--- src/rtl/dec_stage_if.sv ---
// dec_stage_if: handshake bundle between fetch, the decode stage and the
// execute/LSU stage.
//   in_valid/in_ready/inst          fetch -> decode channel
//   out_valid/out_ready + fields    decode -> execute channel
// modport slave is the decode stage's view; modport master is the view of
// whoever drives fetch and consumes the decoded bundle.
interface dec_stage_if #(
  parameter int XLEN     = 32,
  parameter int REG_ID_W = 5,
  parameter int STRB_W   = XLEN/8
);
  logic                in_valid;
  logic                in_ready;
  logic [31:0]         inst;
  logic                out_valid;
  logic                out_ready;
  logic [REG_ID_W-1:0] rd;
  logic [REG_ID_W-1:0] rs1;
  logic [REG_ID_W-1:0] rs2;
  logic [XLEN-1:0]     imm;
  logic [3:0]          alu_op;
  logic [2:0]          funct3;
  logic [STRB_W-1:0]   mem_wbmask;
  logic [1:0]          mem_size;
  logic                is_mem_sign;
  logic [3:0]          inst_type;
  logic                illegal;

  modport master (
    output in_valid, inst, out_ready,
    input  in_ready, out_valid, rd, rs1, rs2, imm, alu_op, funct3,
           mem_wbmask, mem_size, is_mem_sign, inst_type, illegal
  );

  modport slave (
    input  in_valid, inst, out_ready,
    output in_ready, out_valid, rd, rs1, rs2, imm, alu_op, funct3,
           mem_wbmask, mem_size, is_mem_sign, inst_type, illegal
  );
endinterface

--- src/rtl/dec_stage.sv ---
// dec_stage: registered RV32I decode stage with a one-entry skid buffer behind
// the output register, so fetch can stream one instruction per cycle while
// in_ready stays a pure flop output.
//   clock  rising-edge clock
//   reset  asynchronous, active-high
//   flush  synchronous drop of everything buffered (halt is kept)
//   io     dec_stage_if.slave: fetch channel in, decoded bundle out
//   halt   sticky, set once an ECALL/EBREAK bundle has been handed downstream
module dec_stage #(
  parameter int XLEN     = 32,
  parameter int REG_ID_W = 5,
  parameter int STRB_W   = XLEN/8
) (
  input  logic       clock,
  input  logic       reset,
  input  logic       flush,
  dec_stage_if.slave io,
  output logic       halt
);
  localparam logic [6:0] OPC_LOAD   = 7'b0000011;
  localparam logic [6:0] OPC_OP_IMM = 7'b0010011;
  localparam logic [6:0] OPC_AUIPC  = 7'b0010111;
  localparam logic [6:0] OPC_STORE  = 7'b0100011;
  localparam logic [6:0] OPC_OP     = 7'b0110011;
  localparam logic [6:0] OPC_LUI    = 7'b0110111;
  localparam logic [6:0] OPC_BRANCH = 7'b1100011;
  localparam logic [6:0] OPC_JALR   = 7'b1100111;
  localparam logic [6:0] OPC_JAL    = 7'b1101111;
  localparam logic [6:0] OPC_SYSTEM = 7'b1110011;
  localparam bit         IS64       = (XLEN == 64);

  // is_env travels with the bundle so halt can be raised when it leaves.
  typedef struct packed {
    logic [REG_ID_W-1:0] rd;
    logic [REG_ID_W-1:0] rs1;
    logic [REG_ID_W-1:0] rs2;
    logic [XLEN-1:0]     imm;
    logic [3:0]          alu_op;
    logic [2:0]          funct3;
    logic [STRB_W-1:0]   mem_wbmask;
    logic [1:0]          mem_size;
    logic                is_mem_sign;
    logic [3:0]          inst_type;
    logic                illegal;
    logic                is_env;
  } bundle_t;

  bundle_t     dec;
  logic [6:0]  opcode;
  logic [2:0]  f3;
  logic [31:0] imm32;
  logic        ill;

  always_comb begin
    opcode          = io.inst[6:0];
    f3              = io.inst[14:12];
    imm32           = '0;
    ill             = 1'b0;
    dec             = '0;
    dec.rd          = REG_ID_W'(io.inst[11:7]);
    dec.rs1         = REG_ID_W'(io.inst[19:15]);
    dec.rs2         = REG_ID_W'(io.inst[24:20]);
    dec.funct3      = f3;
    dec.is_mem_sign = ~f3[2];
    case (opcode)
      OPC_OP_IMM: begin
        imm32         = {{20{io.inst[31]}}, io.inst[31:20]};
        dec.alu_op    = {io.inst[30] & (f3 == 3'b101), f3};
        dec.inst_type = 4'd1;
      end
      OPC_OP: begin
        dec.alu_op    = {io.inst[30], f3};
        dec.inst_type = 4'd2;
      end
      OPC_STORE: begin
        imm32         = {{20{io.inst[31]}}, io.inst[31:25], io.inst[11:7]};
        dec.mem_size  = f3[1:0];
        dec.inst_type = 4'd3;
        ill           = f3[2] | ((f3[1:0] == 2'b11) & !IS64);
        case (f3[1:0])
          2'b00:   dec.mem_wbmask = STRB_W'(8'h01);
          2'b01:   dec.mem_wbmask = STRB_W'(8'h03);
          2'b10:   dec.mem_wbmask = STRB_W'(8'h0F);
          default: dec.mem_wbmask = STRB_W'(8'hFF);
        endcase
      end
      OPC_LUI: begin
        imm32         = {io.inst[31:12], 12'b0};
        dec.inst_type = 4'd4;
      end
      OPC_JALR: begin
        imm32         = {{20{io.inst[31]}}, io.inst[31:20]};
        dec.inst_type = 4'd5;
      end
      OPC_AUIPC: begin
        imm32         = {io.inst[31:12], 12'b0};
        dec.inst_type = 4'd6;
      end
      OPC_JAL: begin
        imm32         = {{12{io.inst[31]}}, io.inst[19:12], io.inst[20],
                         io.inst[30:21], 1'b0};
        dec.inst_type = 4'd7;
      end
      OPC_LOAD: begin
        imm32         = {{20{io.inst[31]}}, io.inst[31:20]};
        dec.mem_size  = f3[1:0];
        dec.inst_type = {2'b10, f3[1:0]};
        // LD/LWU only exist on the 64-bit datapath
        ill           = (f3 == 3'b111) |
                        (!IS64 & ((f3 == 3'b011) | (f3 == 3'b110)));
      end
      OPC_BRANCH: begin
        imm32         = {{20{io.inst[31]}}, io.inst[7], io.inst[30:25],
                         io.inst[11:8], 1'b0};
        dec.inst_type = 4'd12;
        ill           = (f3[2:1] == 2'b01);
      end
      OPC_SYSTEM: begin
        imm32         = {{20{io.inst[31]}}, io.inst[31:20]};
        dec.inst_type = 4'd13;
        dec.is_env    = 1'b1;
      end
      default: ill = 1'b1;
    endcase
    dec.imm = XLEN'($signed(imm32));
    if (ill) begin
      dec.illegal    = 1'b1;
      dec.inst_type  = 4'd0;
      dec.mem_wbmask = '0;
    end
  end

  bundle_t out_q, out_d, skid_q, skid_d;
  logic    out_valid_q, out_valid_d;
  logic    skid_full_q, skid_full_d;
  logic    halt_pending_q, halt_pending_d;
  logic    halt_q, halt_d;
  logic    in_ready_q, in_ready_d;
  logic    accept, out_fire;

  always_comb begin
    accept         = io.in_valid & in_ready_q;
    out_fire       = out_valid_q & io.out_ready;
    out_valid_d    = out_valid_q;
    out_d          = out_q;
    skid_full_d    = skid_full_q;
    skid_d         = skid_q;
    halt_pending_d = halt_pending_q;
    halt_d         = halt_q;
    if (flush) begin
      out_valid_d    = 1'b0;
      skid_full_d    = 1'b0;
      halt_pending_d = 1'b0;
    end else begin
      if (out_fire && out_q.is_env) halt_d = 1'b1;
      if (accept && dec.is_env) halt_pending_d = 1'b1;
      if (out_fire || !out_valid_q) begin
        // in_ready is low whenever the skid is full, so accept and a skid
        // refill never coincide here.
        if (skid_full_q) begin
          out_d       = skid_q;
          out_valid_d = 1'b1;
          skid_full_d = 1'b0;
        end else if (accept) begin
          out_d       = dec;
          out_valid_d = 1'b1;
        end else begin
          out_valid_d = 1'b0;
        end
      end else if (accept) begin
        skid_d      = dec;
        skid_full_d = 1'b1;
      end
    end
    in_ready_d = !skid_full_d && !halt_pending_d && !halt_d;
  end

  always_ff @(posedge clock or posedge reset) begin
    if (reset) begin
      out_q          <= '0;
      skid_q         <= '0;
      out_valid_q    <= 1'b0;
      skid_full_q    <= 1'b0;
      halt_pending_q <= 1'b0;
      halt_q         <= 1'b0;
      in_ready_q     <= 1'b1;
    end else begin
      out_q          <= out_d;
      skid_q         <= skid_d;
      out_valid_q    <= out_valid_d;
      skid_full_q    <= skid_full_d;
      halt_pending_q <= halt_pending_d;
      halt_q         <= halt_d;
      in_ready_q     <= in_ready_d;
    end
  end

  assign io.in_ready    = in_ready_q;
  assign io.out_valid   = out_valid_q;
  assign io.rd          = out_q.rd;
  assign io.rs1         = out_q.rs1;
  assign io.rs2         = out_q.rs2;
  assign io.imm         = out_q.imm;
  assign io.alu_op      = out_q.alu_op;
  assign io.funct3      = out_q.funct3;
  assign io.mem_wbmask  = out_q.mem_wbmask;
  assign io.mem_size    = out_q.mem_size;
  assign io.is_mem_sign = out_q.is_mem_sign;
  assign io.inst_type   = out_q.inst_type;
  assign io.illegal     = out_q.illegal;
  assign halt           = halt_q;
endmodule
--- src/flat_wrapper.sv ---
// flat-port wrapper written by rule: the top's interface ports become plain ports
module dec_stage_flat 
#(
  parameter int XLEN     = 32,
  parameter int REG_ID_W = 5,
  parameter int STRB_W   = XLEN/8
)
  (clock, reset, flush, halt, io_in_valid, io_inst, io_out_ready, io_in_ready, io_out_valid, io_rd, io_rs1, io_rs2, io_imm, io_alu_op, io_funct3, io_mem_wbmask, io_mem_size, io_is_mem_sign, io_inst_type, io_illegal);
  dec_stage_if #(.XLEN(XLEN), .REG_ID_W(REG_ID_W), .STRB_W(STRB_W)) io_i ();
  input  logic clock;
  input  logic reset;
  input  logic flush;
  output logic halt;
  input wire logic [$bits(io_i.in_valid)-1:0] io_in_valid;
  input wire logic [$bits(io_i.inst)-1:0] io_inst;
  input wire logic [$bits(io_i.out_ready)-1:0] io_out_ready;
  output wire logic [$bits(io_i.in_ready)-1:0] io_in_ready;
  output wire logic [$bits(io_i.out_valid)-1:0] io_out_valid;
  output wire logic [$bits(io_i.rd)-1:0] io_rd;
  output wire logic [$bits(io_i.rs1)-1:0] io_rs1;
  output wire logic [$bits(io_i.rs2)-1:0] io_rs2;
  output wire logic [$bits(io_i.imm)-1:0] io_imm;
  output wire logic [$bits(io_i.alu_op)-1:0] io_alu_op;
  output wire logic [$bits(io_i.funct3)-1:0] io_funct3;
  output wire logic [$bits(io_i.mem_wbmask)-1:0] io_mem_wbmask;
  output wire logic [$bits(io_i.mem_size)-1:0] io_mem_size;
  output wire logic [$bits(io_i.is_mem_sign)-1:0] io_is_mem_sign;
  output wire logic [$bits(io_i.inst_type)-1:0] io_inst_type;
  output wire logic [$bits(io_i.illegal)-1:0] io_illegal;
  assign io_i.in_valid = io_in_valid;
  assign io_i.inst = io_inst;
  assign io_i.out_ready = io_out_ready;
  assign io_in_ready = io_i.in_ready;
  assign io_out_valid = io_i.out_valid;
  assign io_rd = io_i.rd;
  assign io_rs1 = io_i.rs1;
  assign io_rs2 = io_i.rs2;
  assign io_imm = io_i.imm;
  assign io_alu_op = io_i.alu_op;
  assign io_funct3 = io_i.funct3;
  assign io_mem_wbmask = io_i.mem_wbmask;
  assign io_mem_size = io_i.mem_size;
  assign io_is_mem_sign = io_i.is_mem_sign;
  assign io_inst_type = io_i.inst_type;
  assign io_illegal = io_i.illegal;
  dec_stage #(.XLEN(XLEN), .REG_ID_W(REG_ID_W), .STRB_W(STRB_W)) u_core (.clock(clock), .reset(reset), .flush(flush), .io(io_i), .halt(halt));
endmodule
--- config.mk ---
export PLATFORM = sky130hd
export DESIGN_NAME = dec_stage_flat
export DESIGN_NICKNAME = d
export VERILOG_FILES = /design/src/rtl/dec_stage_if.sv /design/src/rtl/dec_stage.sv /design/src/flat_wrapper.sv
export SDC_FILE = /design/constraint.sdc
export NUM_CORES = 1
export LEC_CHECK = 0
export ABC_CLOCK_PERIOD_IN_PS = 4800
export BUFFER_PORTS_ARGS = -buffer_cell sky130_fd_sc_hd__buf_2
export CORE_UTILIZATION = 45
export CTS_CLUSTER_DIAMETER = 40
export DETAILED_ROUTE_END_ITERATION = 7
export PLACE_DENSITY = 0.63
export SLEW_MARGIN = 20
export SYNTH_ARGS = -nofsm -noshare
export SYNTH_HDL_FRONTEND = slang
export SYNTH_SLANG_ARGS = --single-unit
--- constraint.sdc ---
create_clock -name clock -period 4.8 [get_ports clock]
set_input_delay 0.24 -clock clock [delete_from_list [all_inputs] [get_ports clock]]
set_output_delay 0.24 -clock clock [all_outputs]
set_load 0.02 [all_outputs]
==> impl_metrics.json, run 1 <==
{
  "first_iter_violations": 444,
  "finClkSkew_ps": 4.768,
  "n_antenna_cell": 0,
  "power_density_nw_per_um2": 429.7,
  "cp_max_fo": 64,
  "dpl-instance-area_um2": 6963,
  "clkSlewWorstSetupHoldPaths_ps": 60,
  "worstHoldPathType": "input pin to asynchronous set/reset pin",
  "antenna_found_initial": 0,
  "crit_cells": 7,
  "critical_path_class": "register to register",
  "synthTopCellsByArea": "dfrtp_1 49%, nand2_1 8.7%, buf_4 7.4%",
  "postLayoutCellArea_um2": 7566,
  "crit_buf_inv": 2,
  "yosysTopAreaCellShare_pct": 49.39,
  "start_util_pct": 46.70,
  "clock_latency_ps": 410,
  "synth_cells": 736,
  "yosys_warnings": 0,
  "critPathTopFamily": "compound AO/OA/AOI/OAI gates",
  "cp.required_ps": 5060,
  "drv_cap": 0,
  "synth_nets": 773,
  "grt_first_pass_wirelength_um": 26460,
  "vias": 5213,
  "cp-end-kind": "register",
  "muxShareOfSynthArea_pct": 3.069,
  "cts_setup_buffers": 0,
  "fp-row-count": 44,
  "grt_overflow": 0,
  "place_hpwl_um": 10410,
  "slowest_stage": "a21oi_2",
  "grt_pass1_vias": 4935,
  "status": "finished, violations left",
  "synth-adder-area-share_pct": 0,
  "drc": 0,
  "cts-root-buf": "clkbuf_16",
  "synth-compound-area-share_pct": 17.87,
  "cp_data_arrival_time_ps": 2950,
  "place.gp.congestion": 0.8365,
  "post_drt_wl_per_cell_um": 17.07,
  "area_growth_pct": 9.806,
  "synth-seq-cells": 137,
  "hold_ws_ps": -6.940,
  "seq_area_frac_synth_pct": 49.77,
  "viasPerCell": 5.499,
  "routed_wl_um": 16180,
  "worst_pin_slew_ps": 969.0,
  "fin_ws_ps": 2110,
  "post_synth_num_cell_types": 54,
  "synth_xor_area_share_pct": 0.1271,
  "dr.pass1.iters": 5,
  "die_x_um": 125.7,
  "cts_resized": 0,
  "io_pins": 106,
  "fmax_ghz": 0.3717,
  "max-slew-margin-rel_pct": 35.40,
  "yosysTopAreaCell": "dfrtp_1",
  "finalCritPeriodShare_pct": 56.05,
  "reg2regPathDepth": 7,
  "synth_top_family_by_area": "simple AND/OR/NAND/NOR gates",
  "dpl.cell_count": 916,
  "drive_above_1_share_pct": 24.87,
  "grt_start_max_net_pins": 95,
  "ant_nets": 0,
  "synth.avg_cell_area_um2": 9.362,
  "grt_use_total_pct": 21.45,
  "yosys.area_share.simple_pct": 18.03,
  "io_buffers": 105,
  "synthesis.area_um2": 6890,
  "rsz0062_at_grt": "no",
  "async_flop_share_pct": 100.0,
  "cts_sinks": 137,
  "tns_ps": 0,
  "die_h_um": 125.7,
  "ir_worst_vdd_mv": 0.3120,
  "synth_edf_count": 0,
  "timing.final.hold_violations": 2,
  "r2r_slack_ps": 2110,
  "cts_made_buffers": 17,
  "cts_htree_levels": 4,
  "ys.flop_type": "dfrtp_1",
  "coreArea_um2": 14750,
  "clk_path_buf_depth": 2,
  "setup_violations": 0,
  "power.leakage_nw": 3.362,
  "slew_violations": 0,
  "cts-hold-fix-buffers": 0,
  "final_cells": 948,
  "worstPathCellList": "a21oi_2 > nor3_4 > buf_4 > nand2b_1 > buf_4 > a21oi_2 > a21oi_1",
  "crit_path_start_kind": "register",
  "period_needed_ps": 2690,
  "die_area_um2": 15810,
  "post-route-util_pct": 51.28,
  "cts_tree": "yes",
  "pre_cts_slack_ps": 2135,
  "max_stage_delay_ps": 610,
  "nNetsFinal": 788,
  "violations": "hold timing"
}
[cells by family after synthesis]
family / count (synthesis)
mux: 21
simple gates: 266
flops: 137
xor+xnor: 1
compound gates: 190
buf+inv: 121
[sequential cells by signal, indices dropped and copies added (netlist names)]
register	cells
u_core.io.imm	32
u_core.io.illegal	1
u_core.io.rs2	5
u_core.skid_q	66
u_core.io.rs1	5
u_core.io.mem_size	2
u_core.io.out_valid	1
u_core.halt_pending_q	1
u_core.io.alu_op	4
u_core.io.is_mem_sign	1
u_core.io.rd	5
u_core.io.funct3	3
u_core.io.inst_type	4
u_core.out_q	1
u_core.halt	1
u_core.io.mem_wbmask	3
u_core.io.in_ready	1
u_core.skid_full_q	1
[Yosys cell counts (all sizes together) (3+ instances only)]
master / instances
nand3b: 18
nand2: 160
a22oi: 4
inv: 5
nor3b: 4
and3: 3
o21a: 7
o211ai: 9
a31oi: 3
nor2: 37
nor2b: 4
o31ai: 8
o22ai: 11
a21oi: 63
mux2i: 20
clkbuf: 32
o311ai: 3
nand3: 21
dfrtp: 136
nor3: 7
o21ai: 71
buf: 84
[final timing paths]
check,from,endpoint
worst max register to register,u_core.io.in_ready$_DFF_PP1_,u_core.io.imm[20]$_DFFE_PP0P_
worst min register to register,u_core.io.rs2[1]$_DFFE_PP0P_,u_core.io.rs2[1]$_DFFE_PP0P_
max in group asynchronous,reset,u_core.skid_full_q$_DFF_PP0_
worst max-delay path,u_core.io.in_ready$_DFF_PP1_,u_core.io.imm[20]$_DFFE_PP0P_
worst min-delay path,reset,u_core.skid_q[6]$_DFFE_PP0P_
min in group clock,io_inst[19],u_core.skid_q[61]$_DFFE_PP0P_
[layout by cell type (no fill, tap or decap), types with 3 or more instances in the layout]
| cell type | n |
|---|---|
| nand2_1 | 160 |
| dfrtp_1 | 135 |
| buf_2 | 105 |
| o21ai_0 | 59 |
| a21oi_1 | 39 |
| nor2_1 | 35 |
| a21oi_2 | 24 |
| mux2i_1 | 20 |
| nand3_1 | 19 |
| nand3b_1 | 18 |
| clkbuf_16 | 17 |
| o22ai_1 | 11 |
| o21ai_1 | 11 |
| o211ai_1 | 9 |
| o21a_1 | 7 |
| buf_4 | 7 |
| o31ai_1 | 6 |
| clkbuf_8 | 6 |
| nor3_1 | 5 |
| nor2b_1 | 4 |
| a22oi_1 | 4 |
| clkinv_2 | 4 |
| inv_1 | 3 |
| and3_1 | 3 |
| a31oi_1 | 3 |
[where the power goes]
group          switching [mW]  leakage (nW)  internal (mW)
logic                   0.342          1.31          0.186
registers              0.0879          1.75           1.32
clock network           0.472         0.299          0.845
total                   0.903          3.36           2.35
[stage by stage]
stage | power [mW] | hold slack (ps)
final | 3.251 | -6.940
after global routing | 3.396 | 62.09
after CTS | 3.274 | 44.86
after detailed placement | 1.955 | 462.2
after global placement | 1.938 | 450.7
after floorplan | 1.882 | 303.1
[final cells by class]
| class | instances | area, µm² |
|---|---|---|
| inverters | 5 | 23.77 |
| well taps | 184 | 230.2 |
| fillers | 1372 | 7188 |
| repair buffers | 112 | 578.1 |
| multi-input cells | 478 | 2700 |
| clock buffers | 25 | 515.5 |
| clock inverters | 7 | 87.58 |
| flip-flops and latches | 137 | 3431 |
[layer usage]
metal | up-vias | global-route usage, % | routed length [µm]
li1 | 2489 | - | -
met1 | 2534 | 30.42 | 7829
met2 | 180 | 32.84 | 7217
met3 | 10 | 5.310 | 994
met4 | 0 | 5.741 | 143
met5 | - | 0 | 0
Note: power is estimated with default switching activity, not from simulation.
==> run 2: changes to the inputs <==
- ABC_CLOCK_PERIOD_IN_PS: 4800 -> 2400
- PLACE_DENSITY: 0.63 -> 0.65
- clock period: 4.8 -> 2.4 ns (I/O delays scaled with it)
==> impl_metrics.json, run 2 (same netlist as run 1, synthesis figures left out) <==
{
  "status": "finished, final reports clean",
  "num-fill-cells": 1358,
  "cp_common_cell": "a21oi_2",
  "cp-end-kind": "register",
  "worstHoldPathType": "input pin to register",
  "grt_start_max_net_pins": 85,
  "cp.required_ps": 2670,
  "max_stage_delay_ps": 640,
  "drv_cap": 0,
  "cts_tree": "yes",
  "layout_common_cells": "160 x nand2_1, 135 x dfrtp_1, 105 x buf_2",
  "clkSlewWorstSetupHoldPaths_ps": 60,
  "grt_use_total_pct": 23.10,
  "routed.top_layer": "met4",
  "grt_overflow": 0,
  "worstPathCellList": "a21oi_2 > nor3_4 > nand2b_1 > a21oi_2 > a21oi_1",
  "die_x_um": 125.7,
  "largest_reg_flops": 66,
  "viasPerCell": 5.450,
  "drive_above_1_share_pct": 25.03,
  "io_buffers": 105,
  "cts_resized": 0,
  "post_drt_wl_per_cell_um": 17.56,
  "antenna_found_initial": 0,
  "ant_nets": 0,
  "io_pins": 106,
  "crit_buf_inv": 0,
  "max-slew-margin-rel_pct": 46.12,
  "place.gp.congestion": 0.8328,
  "slew_violations": 0,
  "power.leakage_nw": 3.487,
  "first_iter_violations": 378,
  "n_antenna_cell": 0,
  "finalCritPeriodShare_pct": 85.34,
  "critPathTopFamily": "compound AO/OA/AOI/OAI gates",
  "drc": 0,
  "fp-row-count": 44,
  "area_growth_pct": 14.35,
  "start_util_pct": 46.70,
  "routed_wl_um": 17120,
  "cts_sinks": 137,
  "power_density_nw_per_um2": 851.8,
  "critical_path_class": "register to register",
  "slowest_stage": "a21oi_2",
  "clock_latency_ps": 420,
  "vias": 5314,
  "place_hpwl_um": 11330,
  "cts_setup_buffers": 0,
  "rsz0062_at_grt": "no",
  "r2r_slack_ps": 350,
  "ir_worst_vdd_mv": 0.5231,
  "setup_violations": 0,
  "cts-root-buf": "clkbuf_16",
  "period_needed_ps": 2048,
  "finClkSkew_ps": 5.465,
  "timing.final.hold_violations": 0,
  "cp_data_arrival_time_ps": 2320,
  "regMostFlops": "u_core.skid_q",
  "wl_met2_um": 8156,
  "die_h_um": 125.7,
  "grt_pass1_vias": 5354,
  "power_mw": 6.711,
  "cp_max_fo": 11,
  "cts_htree_levels": 4,
  "wl_met3_um": 844,
  "coreArea_um2": 14750,
  "dr.pass1.iters": 5,
  "clk_path_buf_depth": 2,
  "die_area_um2": 15810,
  "layout.cells.most_common": "nand2_1",
  "wl_met1_um": 7858,
  "grt_first_pass_wirelength_um": 28120,
  "nNetsFinal": 815,
  "crit_path_start_kind": "register",
  "tns_ps": 0,
  "fmax_ghz": 0.4883,
  "cts_made_buffers": 17,
  "worst_pin_slew_ps": 808.3
}
run 2: cell types whose count changed in the layout (fill, tap and decap cells not counted), sizes merged:
cell	delta
inv	-1
buf	+7
bufinv	+2
dlygate4sd3	+20
clkbuf	-4
clkinvlp	+4
clkinv	-1
run 2: cell type report:
type                            instances  area, µm²  area share [%]
Sequential cell                       137       3431           43.54
Multi-Input combinational cell        478       2700           34.27
Timing Repair Buffer                  139      855.8           10.86
Clock buffer                           21      470.5           5.971
Tap cell                              184      230.2           2.922
Clock inverter                         11      168.9           2.144
Inverter                                5      22.52          0.2859
run 2: path summary, 6_finish.rpt:
check	cells after the start	startpoint	to
hold reg to reg	2	u_core.skid_q[63]$_DFFE_PP0P_	u_core.skid_q[63]$_DFFE_PP0P_
hold / removal	3	io_inst[29]	u_core.skid_q[29]$_DFFE_PP0P_
min in group asynchronous	4	reset	u_core.io.imm[17]$_DFFE_PP0P_
setup reg to reg	5	u_core.io.in_ready$_DFF_PP1_	u_core.io.imm[20]$_DFFE_PP0P_
setup / recovery	5	u_core.io.in_ready$_DFF_PP1_	u_core.io.imm[20]$_DFFE_PP0P_
max in group asynchronous	4	reset	u_core.io.imm[30]$_DFFE_PP0P_
run 2: layer usage:
metal | GRT usage [%] | vias to the layer above
met3 | 4.970 | 18
met5 | 0 | -
li1 | - | 2541
met4 | 7.867 | 0
met2 | 37.52 | 147
met1 | 30.77 | 2608
run 2: worst register-to-register path, stage by stage, from the launching register on:
cell and delay, ps:
dfstp_2 580, a21oi_2 120, nor3_4 210, nand2b_1 180, a21oi_2 640, a21oi_1 160
run 2: report_power, final:
| group | switching, mW | internal [mW] |
|---|---|---|
| Sequential | 0.175 | 2.63 |
| Clock | 0.981 | 1.82 |
| Combinational | 0.699 | 0.404 |
| Total | 1.86 | 4.86 |
run 2: what timing repair did:
| item | 4_1_cts | 5_1_grt |
|---|---|---|
| endpoints found under the hold margin | 157 | 0 |
| hold buffers | 20 | 0 |
| setup endpoints to repair | 0 | 0 |
run 2: metrics by stage:
stage	utilization [%]	area [µm²]	setup WS [ps]	hold slack [ps]	instances
floorplan	-	6894	573.7	183.1	736
global placement	47.71	7039	420.6	252.2	923
detailed placement	47.71	7039	374.8	258.8	923
CTS	53.40	7879	375.8	1.961	975
global route	53.40	7879	213.5	33.55	975
finish	53.40	7879	351.9	16.96	975
==> run 3: changes to the inputs <==
- ABC_AREA: not set -> 1
- SLEW_MARGIN: 20 -> not set
==> impl_metrics.json, run 3 <==
{
  "status": "finished, final reports clean",
  "layout.cells.most_common": "nand2_1",
  "max-slew-margin-rel_pct": 64.49,
  "finClkSkew_ps": 7.535,
  "grt_overflow": 0,
  "n_antenna_cell": 0,
  "regMostFlops": "u_core.skid_q",
  "cts_tree": "yes",
  "timing.final.hold_violations": 0,
  "viasPerCell": 5.056,
  "cp-end-kind": "register",
  "die_x_um": 127.0,
  "synth.avg_cell_area_um2": 7.746,
  "grt_first_pass_wirelength_um": 28510,
  "slowest_stage": "dfstp_2",
  "worstPathCellList": "nand2_1 > a21oi_1 > nand2_4 > inv_1 > o21ai_0 > o21ai_0",
  "cp_max_fo": 19,
  "grt_pass1_vias": 5409,
  "synthTopCellsByArea": "dfrtp_1 48%, nand2_1 14%, nor2_1 7.3%",
  "setup_violations": 0,
  "synthesis.area_um2": 7033,
  "yosys_warnings": 0,
  "grt_use_total_pct": 22.86,
  "crit_path_start_kind": "register",
  "io_pins": 106,
  "cts_htree_levels": 4,
  "yosys.cell_count.top_type": "nand2_1",
  "cp_data_arrival_time_ps": 2240,
  "ir_worst_vdd_mv": 0.5381,
  "synth_nets": 945,
  "finalCritPeriodShare_pct": 79.87,
  "largest_reg_flops": 66,
  "nNetsFinal": 983,
  "synthTopCellsByCount": "261 x nand2_1, 136 x dfrtp_1, 136 x nor2_1",
  "dr.pass1.iters": 5,
  "dpl.cell_count": 1102,
  "place_hpwl_um": 11270,
  "period_needed_ps": 1917,
  "vias": 5799,
  "cp_common_cell": "o21ai_0",
  "place.gp.congestion": 0.8493,
  "critPathTopFamily": "compound AO/OA/AOI/OAI gates",
  "crit_buf_inv": 1,
  "fmax_ghz": 0.5217,
  "cts_sinks": 137,
  "max_stage_delay_ps": 540,
  "synth_edf_count": 0,
  "synth-seq-cells": 137,
  "seq_area_frac_synth_pct": 48.76,
  "clk_path_buf_depth": 2,
  "tns_ps": 0,
  "cp.required_ps": 2720,
  "ys.flop_type": "dfrtp_1",
  "worst_pin_slew_ps": 532.6,
  "layout_common_cells": "260 x nand2_1, 136 x nor2_1, 136 x dfrtp_1",
  "dpl-instance-area_um2": 7264,
  "power.leakage_nw": 4.430,
  "antenna_found_initial": 0,
  "pre_cts_slack_ps": 606.8,
  "power_density_nw_per_um2": 842.4,
  "die_h_um": 127.0,
  "die_area_um2": 16130,
  "drc": 0,
  "post-route-util_pct": 52.68,
  "postLayoutCellArea_um2": 8009,
  "slew_violations": 0,
  "post_synth_num_cell_types": 32,
  "io_buffers": 105,
  "drv_cap": 0,
  "area_growth_pct": 13.88,
  "synth_cells": 908,
  "fin_ws_ps": 483.1,
  "cts_made_buffers": 17,
  "fp-row-count": 45,
  "rsz0062_at_grt": "no",
  "grt_start_max_net_pins": 116,
  "start_util_pct": 46.26,
  "yosysTopAreaCell": "dfrtp_1",
  "final_cells": 1147,
  "post_drt_wl_per_cell_um": 14.88,
  "cts-root-buf": "clkbuf_16",
  "coreArea_um2": 15200,
  "cts_resized": 0,
  "drive_above_1_share_pct": 18.87,
  "clkSlewWorstSetupHoldPaths_ps": 60,
  "first_iter_violations": 472,
  "clock_latency_ps": 430,
  "critical_path_class": "register to register",
  "routed_wl_um": 17060,
  "worstHoldPathType": "input pin to register",
  "ant_nets": 0,
  "yosysTopAreaCellShare_pct": 48.39,
  "async_flop_share_pct": 100.0
}
## run 3: cell count changes in the layout (fill, tap and decap cells not counted), sizes merged, moves of 12 or more
cell    previous run  this run
nand3b            18         1
inv                4        46
mux2i             20         0
nor2              37       142
o21ai             71        83
a21oi             63        32
nand2            160       268
nand3             21        41
a31oi              3        25
## run 3: final timing paths
check / slack [ps] / cells after the start / from / endpoint
worst min-delay path: 9 / 3 / io_inst[26] / u_core.skid_q[26]$_DFFE_PP0P_
worst min register to register: 470 / 2 / u_core.io.imm[19]$_DFFE_PP0P_ / u_core.io.imm[19]$_DFFE_PP0P_
max in group asynchronous: 1390 / 4 / reset / u_core.io.in_ready$_DFF_PP1_
worst max register to register: 480 / 6 / u_core.io.in_ready$_DFF_PP1_ / u_core.io.alu_op[0]$_DFFE_PP0P_
worst max-delay path: 480 / 6 / u_core.io.in_ready$_DFF_PP1_ / u_core.io.alu_op[0]$_DFFE_PP0P_
min in group asynchronous: 280 / 3 / reset / u_core.io.rs2[1]$_DFFE_PP0P_
## run 3: tightest hold or removal path, cell delays in order
cell and delay, ps:
buf_2 110, nand2_1 90, o21ai_0 70
## run 3: report_power, final
part | internal [mW] | switching [mW] | leakage (nW)
combinational | 0.407 | 0.714 | 2.36
sequential | 2.70 | 0.204 | 1.78
clock | 1.71 | 1.01 | 0.290
total | 4.81 | 1.93 | 4.43
## run 3: what timing repair did
item | CTS | global route
buffers inserted | 0 | 0
hold buffers | 13 | 0
hold endpoints to repair | 28 | 0
## run 3: cell type report
| class | count | area (µm²) |
|---|---|---|
| fillers | 1462 | 7193 |
| flip-flops and latches | 137 | 3430 |
| multi-input cells | 611 | 2726 |
| repair buffers | 132 | 823.3 |
| clock buffers | 20 | 466.7 |
| well taps | 188 | 235.2 |
| inverters | 47 | 180.2 |
| clock inverters | 12 | 147.6 |
## run 3: kinds of logic after synthesis
group,synth area share (%)
and+or+nand+nor,26.33
buffers and inverters,12.58
AOI/OAI and AO/OA,12.33
DFF,48.76
## run 3: stage by stage
| step | hold slack [ps] | power [mW] |
|---|---|---|
| finish | 9.446 | 6.747 |
| global route | 30.82 | 7.100 |
| CTS | 5.435 | 6.815 |
| detailed placement | 185.8 | 4.058 |
| global placement | 190.7 | 4.033 |
| floorplan | 194.4 | 3.866 |
## run 3: per-layer routing
layer | wire [µm] | global-route usage, %
met1 | 8457 | 33.55
met2 | 7494 | 33.84
met3 | 851 | 4.397
met4 | 259 | 7.843
met5 | 0 | 0
